==> src/rtl/tick_universal_shift_reg_pkg.sv <==
// Shared definitions for tick_universal_shift_reg.
// Holds the operation mode encodings and the default register and counter widths.
package tick_universal_shift_reg_pkg;

  typedef enum logic [1:0] {
    MODE_HOLD = 2'b00,
    MODE_SHR  = 2'b01,
    MODE_SHL  = 2'b10,
    MODE_LOAD = 2'b11
  } mode_e;

  localparam int DEF_WIDTH = 4;
  localparam int DEF_CNT_W = 8;

endpackage

==> src/rtl/tick_universal_shift_reg_rise_edge_detect.sv <==
// rise_edge_detect: finds rising edges of a slow level signal that is sampled
// as data in the fast clock domain.
// Ports:
//   clk  - sampling clock
//   rst  - asynchronous active-high reset
//   d    - level signal to watch (treated as data, never as a clock)
//   step - high for the cycle in which d is high and its registered copy is low
// d_q resets to 1 so that a level that is already high when reset releases
// is not mistaken for a fresh rising edge.
module rise_edge_detect (
  input  logic clk,
  input  logic rst,
  input  logic d,
  output logic step
);

  logic d_q;

  always_ff @(posedge clk or posedge rst) begin
    if (rst) d_q <= 1'b1;
    else     d_q <= d;
  end

  assign step = d & ~d_q;

endmodule

==> src/rtl/tick_universal_shift_reg.sv <==
// tick_universal_shift_reg: universal shift register stepped by rising edges
// of a divided clock that is sampled as data on i_clk.
// Ports:
//   i_clk      - system clock, the only clock
//   i_rst      - asynchronous active-high reset
//   i_div_clk  - divided clock, sampled as data; each rising edge is one step
//   i_en       - step enable; a step seen while low is dropped, not deferred
//   i_mode     - 00 hold, 01 shift right, 10 shift left, 11 parallel load
//   i_sr       - serial input entering the MSB on shift right
//   i_sl       - serial input entering the LSB on shift left
//   i_par      - parallel load data
//   i_rot      - (USR_ROTATE_EN only) 1 turns the shifts into rotates
//   o_q        - register contents
//   o_step     - one-cycle pulse the cycle after a non-hold step updated o_q
//   o_step_cnt - wrapping count of executed non-hold steps
// Build option: define USR_ROTATE_EN to add the i_rot port and rotate support.
module tick_universal_shift_reg
  import tick_universal_shift_reg_pkg::*;
#(
  parameter int WIDTH = DEF_WIDTH,
  parameter int CNT_W = DEF_CNT_W
) (
  input  logic             i_clk,
  input  logic             i_rst,
  input  logic             i_div_clk,
  input  logic             i_en,
  input  logic [1:0]       i_mode,
  input  logic             i_sr,
  input  logic             i_sl,
  input  logic [WIDTH-1:0] i_par,
`ifdef USR_ROTATE_EN
  input  logic             i_rot,
`endif
  output logic [WIDTH-1:0] o_q,
  output logic             o_step,
  output logic [CNT_W-1:0] o_step_cnt
);

  logic             step;
  logic             fire;
  logic             active;
  logic             shr_in;
  logic             shl_in;
  logic [WIDTH-1:0] q_next;

  rise_edge_detect u_edge (
    .clk  (i_clk),
    .rst  (i_rst),
    .d    (i_div_clk),
    .step (step)
  );

  assign fire   = step & i_en;
  assign active = fire && (mode_e'(i_mode) != MODE_HOLD);

`ifdef USR_ROTATE_EN
  assign shr_in = i_rot ? o_q[0]       : i_sr;
  assign shl_in = i_rot ? o_q[WIDTH-1] : i_sl;
`else
  assign shr_in = i_sr;
  assign shl_in = i_sl;
`endif

  always_comb begin
    q_next = o_q;
    case (mode_e'(i_mode))
      MODE_SHR:  q_next = {shr_in, o_q[WIDTH-1:1]};
      MODE_SHL:  q_next = {o_q[WIDTH-2:0], shl_in};
      MODE_LOAD: q_next = i_par;
      default:   q_next = o_q;
    endcase
  end

  always_ff @(posedge i_clk or posedge i_rst) begin
    if (i_rst) begin
      o_q        <= '0;
      o_step     <= 1'b0;
      o_step_cnt <= '0;
    end else begin
      o_step <= active;
      if (fire) o_q <= q_next;
      if (active) o_step_cnt <= o_step_cnt + CNT_W'(1);
    end
  end

endmodule

==> config.mk <==
export PLATFORM = sky130hd
export DESIGN_NAME = tick_universal_shift_reg
export DESIGN_NICKNAME = d
export VERILOG_FILES = /design/src/rtl/tick_universal_shift_reg_pkg.sv /design/src/rtl/tick_universal_shift_reg_rise_edge_detect.sv /design/src/rtl/tick_universal_shift_reg.sv
export SDC_FILE = /design/constraint.sdc
export NUM_CORES = 1
export LEC_CHECK = 0
export CORE_MARGIN = 2
export CORE_UTILIZATION = 35
export CTS_CLUSTER_DIAMETER = 200
export CTS_CLUSTER_SIZE = 16
export DETAILED_ROUTE_END_ITERATION = 7
export SLEW_MARGIN = 40
export SYNTH_ARGS = -nofsm -noshare
export SYNTH_HDL_FRONTEND = slang
export SYNTH_SLANG_ARGS = --single-unit
export TNS_END_PERCENT = 30
==> constraint.sdc <==
create_clock -name i_clk -period 3.1 [get_ports i_clk]
set_clock_uncertainty 0.15 [all_clocks]
set_input_delay 0.465 -clock i_clk [delete_from_list [all_inputs] [get_ports i_clk]]
set_output_delay 0.465 -clock i_clk [all_outputs]
set_load 0.03 [all_outputs]
### After elaboration in Yosys (flattened, before gate mapping)

Cells that the tools add are included.

* register bits: 14
* bits of input ports: 12
* output and inout port bits: 13
* logic and storage cells: 16

* $add $sub $neg: 1
* equality and inequality tests: 3
* muxes and demuxes: 1
* bitwise gates (word level): 3
* reduce and logical (&&, ||, !) cells: 4

Operator list (number)
* one-hot mux 4 bit (3 select lines): 1
* adder 8 x 1 -> 8 bit, second input constant: 1
* == test 2 bit, second input constant: 2
* nonzero test 3 bit: 1
* AND 1 bit: 2
* == test 2 x 1 -> 1 bit, second input constant: 1
* AND reduction 2 bit: 1
* nonzero test 2 bit: 1
* logical AND 1 bit: 1
* NOT 1 bit: 1

### Logic depth before layout (Yosys ltp)

Gate-level depths: netlist of run 1.

* word-level depth: 4
* depth in mapped cells: 4
* gate-level depth less buffers: 4

### Hierarchy

From an unflattened synthesis of run 1, not the netlist that was laid out.

* cell total of the unflattened synthesis: 59
* area, all modules: 683.2 um^2

By module, submodules not included
* tick_universal_shift_reg: instances 1, cells an instance 56, area each 639.4 um^2, sequential area each 325.3 um^2
* rise_edge_detect: instances 1, cells an instance 3, area each 43.8 um^2, sequential area each 26.3 um^2

### Least setup slack after synthesis of run 1

Ideal clock, no wire load.

* path type: input -> register
* from: in i_mode[1]
* to: reg o_step_cnt[1]
* setup time: 0.128 ns
* data arrival time: 1.152 ns
* required time: 2.822 ns
* setup slack: 1.671 ns
* stages on the path: 4
* path buffers: 1
* cell sequence: buf_2 nor2_1 nor2_4 mux2_1

* longest elaborated chain between the ends: 2

Ends and longest elaborated chain
* from (decl): line tick_universal_shift_reg.sv:27 `input logic [1:0] i_mode,`
* nonzero test 2 bit: line tick_universal_shift_reg.sv:54 `assign active = fire && (mode_e'(i_mode) != MODE_HOLD);`
* logical AND 1 bit: line tick_universal_shift_reg.sv:54
* net active: line tick_universal_shift_reg.sv:41 `logic active;`
* to (signal assigned): line tick_universal_shift_reg.sv:82 `if (active) o_step_cnt <= o_step_cnt + CNT_W'(1);`
* to (decl): line tick_universal_shift_reg.sv:36 `output logic [CNT_W-1:0] o_step_cnt`

The timed path passes the listed nets, and every way through them passes these cells.
A chain may end at the register's enable or synchronous reset.

### Final worst setup path of run 1

* from: reg o_step_cnt[0]
* to: out o_step_cnt[0]

No word-level cell between the ends.

==> results.md, run 1 <==
- Yosys warns: 0
- Worst path bufs/invs: 1
- Iteration-0 DRC Markers: 4
- Arr. time, crit path: 1.42 ns
- Critical Path RT: ~2.5 ns
- Setup ws final: between 1 and 1.5 ns
- Synth top area cells: dfrtp_1 46%, xor2_1 6.2%, mux2i_1 5.6%, o22a_2 5.6%, a2bb2oi_1 4.9%
- Final HPWL DP: around 960 um
- Path type of the worst min-delay path: reg2reg
- CP delay by family, top: buffers and inverters
- Max Transition Viols Final: 0
- Core Footprint: approximately 2000 um2
- ANT cells: 0
- R2R Setup Slk: between 1.5 and 2 ns
- Die width: 49.1 um
- Post-CTS Setup Bufs: 0
- Port-buffer cells: 24
- Worst Setup Start Kind: flop
- Least-Margin Pin Slew: 0.517 ns
- RSZ-0062 raised after global routing: false
- Largest stage delay, worst path: 0.70 ns
- Antenna-violating nets left: 0
- Initial antenna violation count: 0
- Initial Util: 36.6%
- Via count: 508
- Post-cts hold buffer count: 0
- Peak VDD IR: ~0.36 mV
- Post-synth top area share: 45.8%
- CP Cell Sequence: clkdlybuf4s50_1
- Largest net degree at the start of global routing: 15
- Most common cell after layout, fill and taps aside: clkdlybuf4s50_1
- Largest area contributor in the netlist: dfrtp_1
- Die area: 2410 um2
- CTS Buffer Depth: 2
- Most frequent cells in the layout: 24 x clkdlybuf4s50_1, 13 x dfrtp_1, 5 x xor2_1
- CP max FO: 4
- Crit path capture type: primary output
- # rows: 16
- Final Hold Viols: 0
- Avg Synthesized Cell Area: 12.7 um2
- Hold Crit Depth: 1
- P&R area growth vs syn: 38.9%
- Number of global-route vias before repair: 502
- Pre-CTS setup slack: 0.982 ns
- Final cycle utilization of the critical path: 65.6%
- Clock Tree Root: clkbuf_4
- GPL Wtd Cong: 0.690
- Mapped Nets: 69
- CTS Buf Count: 3
- DR vias/cell: 4.70
- Synthesized area: 711 um2
- Clock sink count: 14
- CTS resizes: 0
- Maximum clock rate: between 400 and 500 MHz
- Max Cap Viol: 0
- Hold EP: o_step_cnt[7]
- First-pass DRT Iterations: 3
- FF-to-FF End: o_step_cnt[1]
- Period minus WS final: 2.03 ns
- Max_slew headroom: 65.5%
- CTS H-tree depth: 1
- Power per cell area: between 600 and 700 nW/um2
- Chip height: 49.1 um
- Synth unique cells: 25
- Global-route wire length before repair: roughly 2400 um
- Final #Nets: 95
- Critical Path Source: o_step_cnt[0]
- Clk Latency, worst-skew pair: 0.27 ns
- Io pins: 25
- Total gr overflow: 0
- Drt total wl: between 1000 and 1500 um
- Leak Pwr: 0.000426 uW
- Setup TNS: 0 ns
- Outcome: complete, no violations
- Worst reg2reg path depth: 3
- Avg WL per Cell: 12.5 um
- GRT Overall Usage: 13.0%
- Hold_sp: o_step_cnt[7]
- DR DRC count: 0
- Clock-pin slew on the worst setup and hold paths: around 0.090 ns
- Final setup vio count: 0
- Share of the yosys chip area belonging to registers: slightly below 50%
- Yosys reg bits: 14
- CTS tree: yes
- Layout fillers: 190
- Setup CP Type: reg2out
- Synthesized instance count: 56
- Slowest stage cell, crit path: clkdlybuf4s50_1
- RR Startpoint: u_edge.d_q
- Share of cells above drive strength 1: 16.0%
## worst max path at each step
stage	endpoint	slack, ns	cells past startpoint
final	o_step_cnt[0]	1.07	1
after global routing	o_step_cnt[3]	1.00	1
after CTS	o_step_cnt[0]	1.06	1
after detailed placement	o_step_cnt[1]	0.98	4
after global placement	o_step_cnt[1]	1.01	4
after floorplan	o_step_cnt[1]	1.67	4
## per-stage QoR
stage | cells | utilization [%] | hold slack [ns] | total power (uW) | area, um2
after CTS | 108 | 50.8 | 0.326 | 683 | 987
after detailed placement | 104 | 49.5 | 0.310 | 570 | 961
after global placement | 104 | 49.5 | 0.306 | 567 | 961
final | 108 | 50.8 | 0.322 | 674 | 987
after global routing | 108 | 50.8 | 0.357 | 718 | 987
after floorplan | 56 | - | 0.204 | 449 | 711
## power by group
part,total (uW),switching (uW),internal (uW)
clock,109,59.0,49.9
sequential,277,50.9,226
combinational,288,154,134
## cells in the mapped netlist
cell / instances
nand4_1: 1
nor3_2: 1
inv_1: 3
nand2b_1: 1
nand3_1: 1
dfstp_2: 1
mux2i_1: 4
xnor2_1: 2
o22a_2: 4
buf_4: 1
ha_1: 1
mux2_1: 1
a2bb2oi_1: 4
o211ai_2: 1
buf_2: 1
nand2_1: 1
o21ai_1: 1
nor2_4: 1
dfrtp_1: 13
nand3b_4: 1
nor2_1: 2
buf_6: 1
nor4_4: 1
nor3_1: 3
xor2_1: 5
## per-layer routing
| layer | global-route usage (%) | routed length, um |
|---|---|---|
| met1 | 17.4 | 632 |
| met2 | 18.9 | 617 |
| met3 | 4.29 | 80 |
| met4 | 5.71 | 19 |
| met5 | 0 | 0 |
## layout make-up
class                   count  area [um2]  area share, %
clock buffers               4        26.3           2.66
inverters                   3        11.3           1.14
multi-input cells          36         324           32.8
flip-flops and latches     14         352           35.6
well taps                  27        33.8           3.42
repair buffers             24         240           24.3
## state kept, by name, summed over array words and instances (netlist names)
signal      flops
o_q             4
o_step          1
o_step_cnt      8
u_edge.d_q      1
## cells by family after synthesis
kind of cell,after synthesis,share of synthesized area [%]
compound gates,10,13.0
xor+xnor,7,8.63
fa+ha+maj,1,1.76
mux,5,7.22
buf+inv,6,4.93
simple gates,13,15.0
flops,14,49.5
(Power assumes the default switching activity.)
==> run 2, diff against run 1 <==
Settings changed: PLACE_DENSITY set to 0.67.
Clock period 3.1 ns to 1.6 ns, I/O delays scaled along.
==> results.md, run 2 (synthesis gave the netlist of run 1 again) <==
- Peak VDD IR: 0.833 mV (+130%)
- Initial antenna violation count: 0 (unchanged)
- Iteration-0 DRC Markers: 0 (-4)
- Clock Tree Root: clkbuf_4
- Setup CP Type: reg2out
- Crit path capture type: primary output
- Worst Setup Start Kind: flop
- Biggest regs: o_step_cnt: 8 flops, o_q: 4 flops
- Avg WL per Cell: 11.6 um (-7.2%)
- Power per cell area: 1290 nW/um2 (+89%)
- Antenna-violating nets left: 0 (unchanged)
- Pre-CTS setup slack: -0.0774 ns (-1.06 ns)
- Clock sink count: 14 (unchanged)
- RSZ-0062 raised after global routing: false
- Worst path bufs/invs: 1 (unchanged)
- Chip height: 49.1 um (unchanged)
- CP max FO: 4 (unchanged)
- Final cycle utilization of the critical path: 93.7%
- Largest net degree at the start of global routing: 15 (unchanged)
- Design area: 1040 um2 (+5.5%)
- Final HPWL DP: 1080 um (+12%)
- Global-route wire length before repair: 2400 um (+2.1%)
- CTS Buffer Depth: 2 (unchanged)
- Initial Util: 36.6% (unchanged)
- Max Cap Viol: 0 (unchanged)
- CTS Buf Count: 3 (unchanged)
- Number of global-route vias before repair: 562 (+12%)
- ANT cells: 0 (unchanged)
- Total gr overflow: 0 (unchanged)
- Cell Area, Placed: 1020 um2 (+6.3%)
- DR DRC count: 0 (unchanged)
- Path type of the worst min-delay path: in2async
- Final setup vio count: 0 (unchanged)
- Max reg flops: 8 (unchanged)
- Setup ws final: 0.101 ns (-0.965 ns)
- Least-Margin Pin Slew: 0.541 ns (+0.0240 ns)
- CTS H-tree depth: 1 (unchanged)
- Drt total wl: 1340 um (-0.37%)
- Arr. time, crit path: 1.11 ns (-0.31 ns)
- Post-cts hold buffer count: 0 (unchanged)
- Period minus WS final: 1.50 ns
- P&R area growth vs syn: 46.5%
- Most frequent cells in the layout: 13 x dfrtp_1, 13 x dlygate4sd2_1, 11 x clkdlybuf4s50_1, 8 x buf_4, 5 x xor2_1
- Max_slew headroom: 63.9% (-1.6 points)
- CTS tree: yes
- # rows: 16 (unchanged)
- GPL Wtd Cong: 0.709 (+2.7%)
- First-pass DRT Iterations: 1 (-2)
- Final Hold Viols: 0 (unchanged)
- Leak Pwr: 0.000493 uW (+16%)
- Max Transition Viols Final: 0 (unchanged)
- GRT Overall Usage: 13.1% (+0.12 points)
- Clock-pin slew on the worst setup and hold paths: 0.09 ns (about the same)
- Biggest register: o_step_cnt
- Share of cells above drive strength 1: 24.7% (+8.7 points)
- Slowest stage cell, crit path: dlygate4sd2_1
- Maximum clock rate: 667 MHz
- Via count: 530 (+4.3%)
- Io pins: 25 (unchanged)
- Die width: 49.1 um (unchanged)
- Port-buffer cells: 24 (unchanged)
- Post-CTS Setup Bufs: 0 (unchanged)
- Clk Latency, worst-skew pair: 0.28 ns (about the same)
- CP delay by family, top: buffers and inverters
- Placed Cells incl. Taps: 112 (+7.7%)
- DR vias/cell: 4.57 (-2.9%)
- Setup TNS: 0 ns (unchanged)
- Die area: 2410 um2 (unchanged)
- Final #Nets: 103 (+8.4%)
- Outcome: complete, no violations
- Critical Path RT: 1.21 ns (-1.27 ns)
- Non-Filler Instances: 116 (+7.4%)
- Core Footprint: 1940 um2 (unchanged)
- Largest stage delay, worst path: 0.43 ns (-0.27 ns)
- CP Cell Sequence: dlygate4sd2_1
## run 2: path summary, 6_finish.rpt
kind	start	end	slack, ns	cells after the start
setup reg to reg	o_step_cnt[0]	o_step_cnt[6]	0.20	5
setup / recovery	o_step_cnt[1]	o_step_cnt[1]	0.10	1
min in group i_clk	i_div_clk	u_edge.d_q	0.29	1
max in group asynchronous	i_rst	u_edge.d_q	0.79	2
hold / removal	i_rst	o_step_cnt[7]	0.14	2
hold reg to reg	o_step_cnt[7]	o_step_cnt[7]	0.31	1
## run 2: where the power goes
group	switching, uW	internal [uW]
logic	338	253
registers	64.1	438
clock network	115	138
## run 2: repair_timing
action | 4_1_cts | 5_1_grt
resized for setup | 13 | 0
hold endpoints to repair | 0 | 0
setup endpoints to repair | 13 | 0
## run 2: per-layer routing
metal	GRT usage, %	up-vias	share of wire [%]	wire, um
met5	0	-	0	0
met4	5.71	0	0.45	6
met3	2.76	2	4.5	61
met2	20.5	11	47	634
met1	17.4	247	48	641
li1	-	270	-	-
## run 2: cell type report
| type | count | area, um2 |
|---|---|---|
| inverter | 3 | 11.3 |
| tap | 27 | 33.8 |
| fill | 184 | 901 |
| sequential | 14 | 352 |
| multi-input combinational | 36 | 324 |
| timing repair buffer | 32 | 284 |
| clock buffer | 4 | 36.3 |
## run 2: through the flow
stage / util (%) / total power (uW) / hold WS (ns)
after floorplan: - / 870 / -0.0215
after global placement: 52.6 / 1160 / 0.306
after detailed placement: 52.6 / 1170 / 0.308
after CTS: 53.6 / 1370 / 0.154
after global routing: 53.6 / 1440 / 0.202
final: 53.6 / 1350 / 0.145
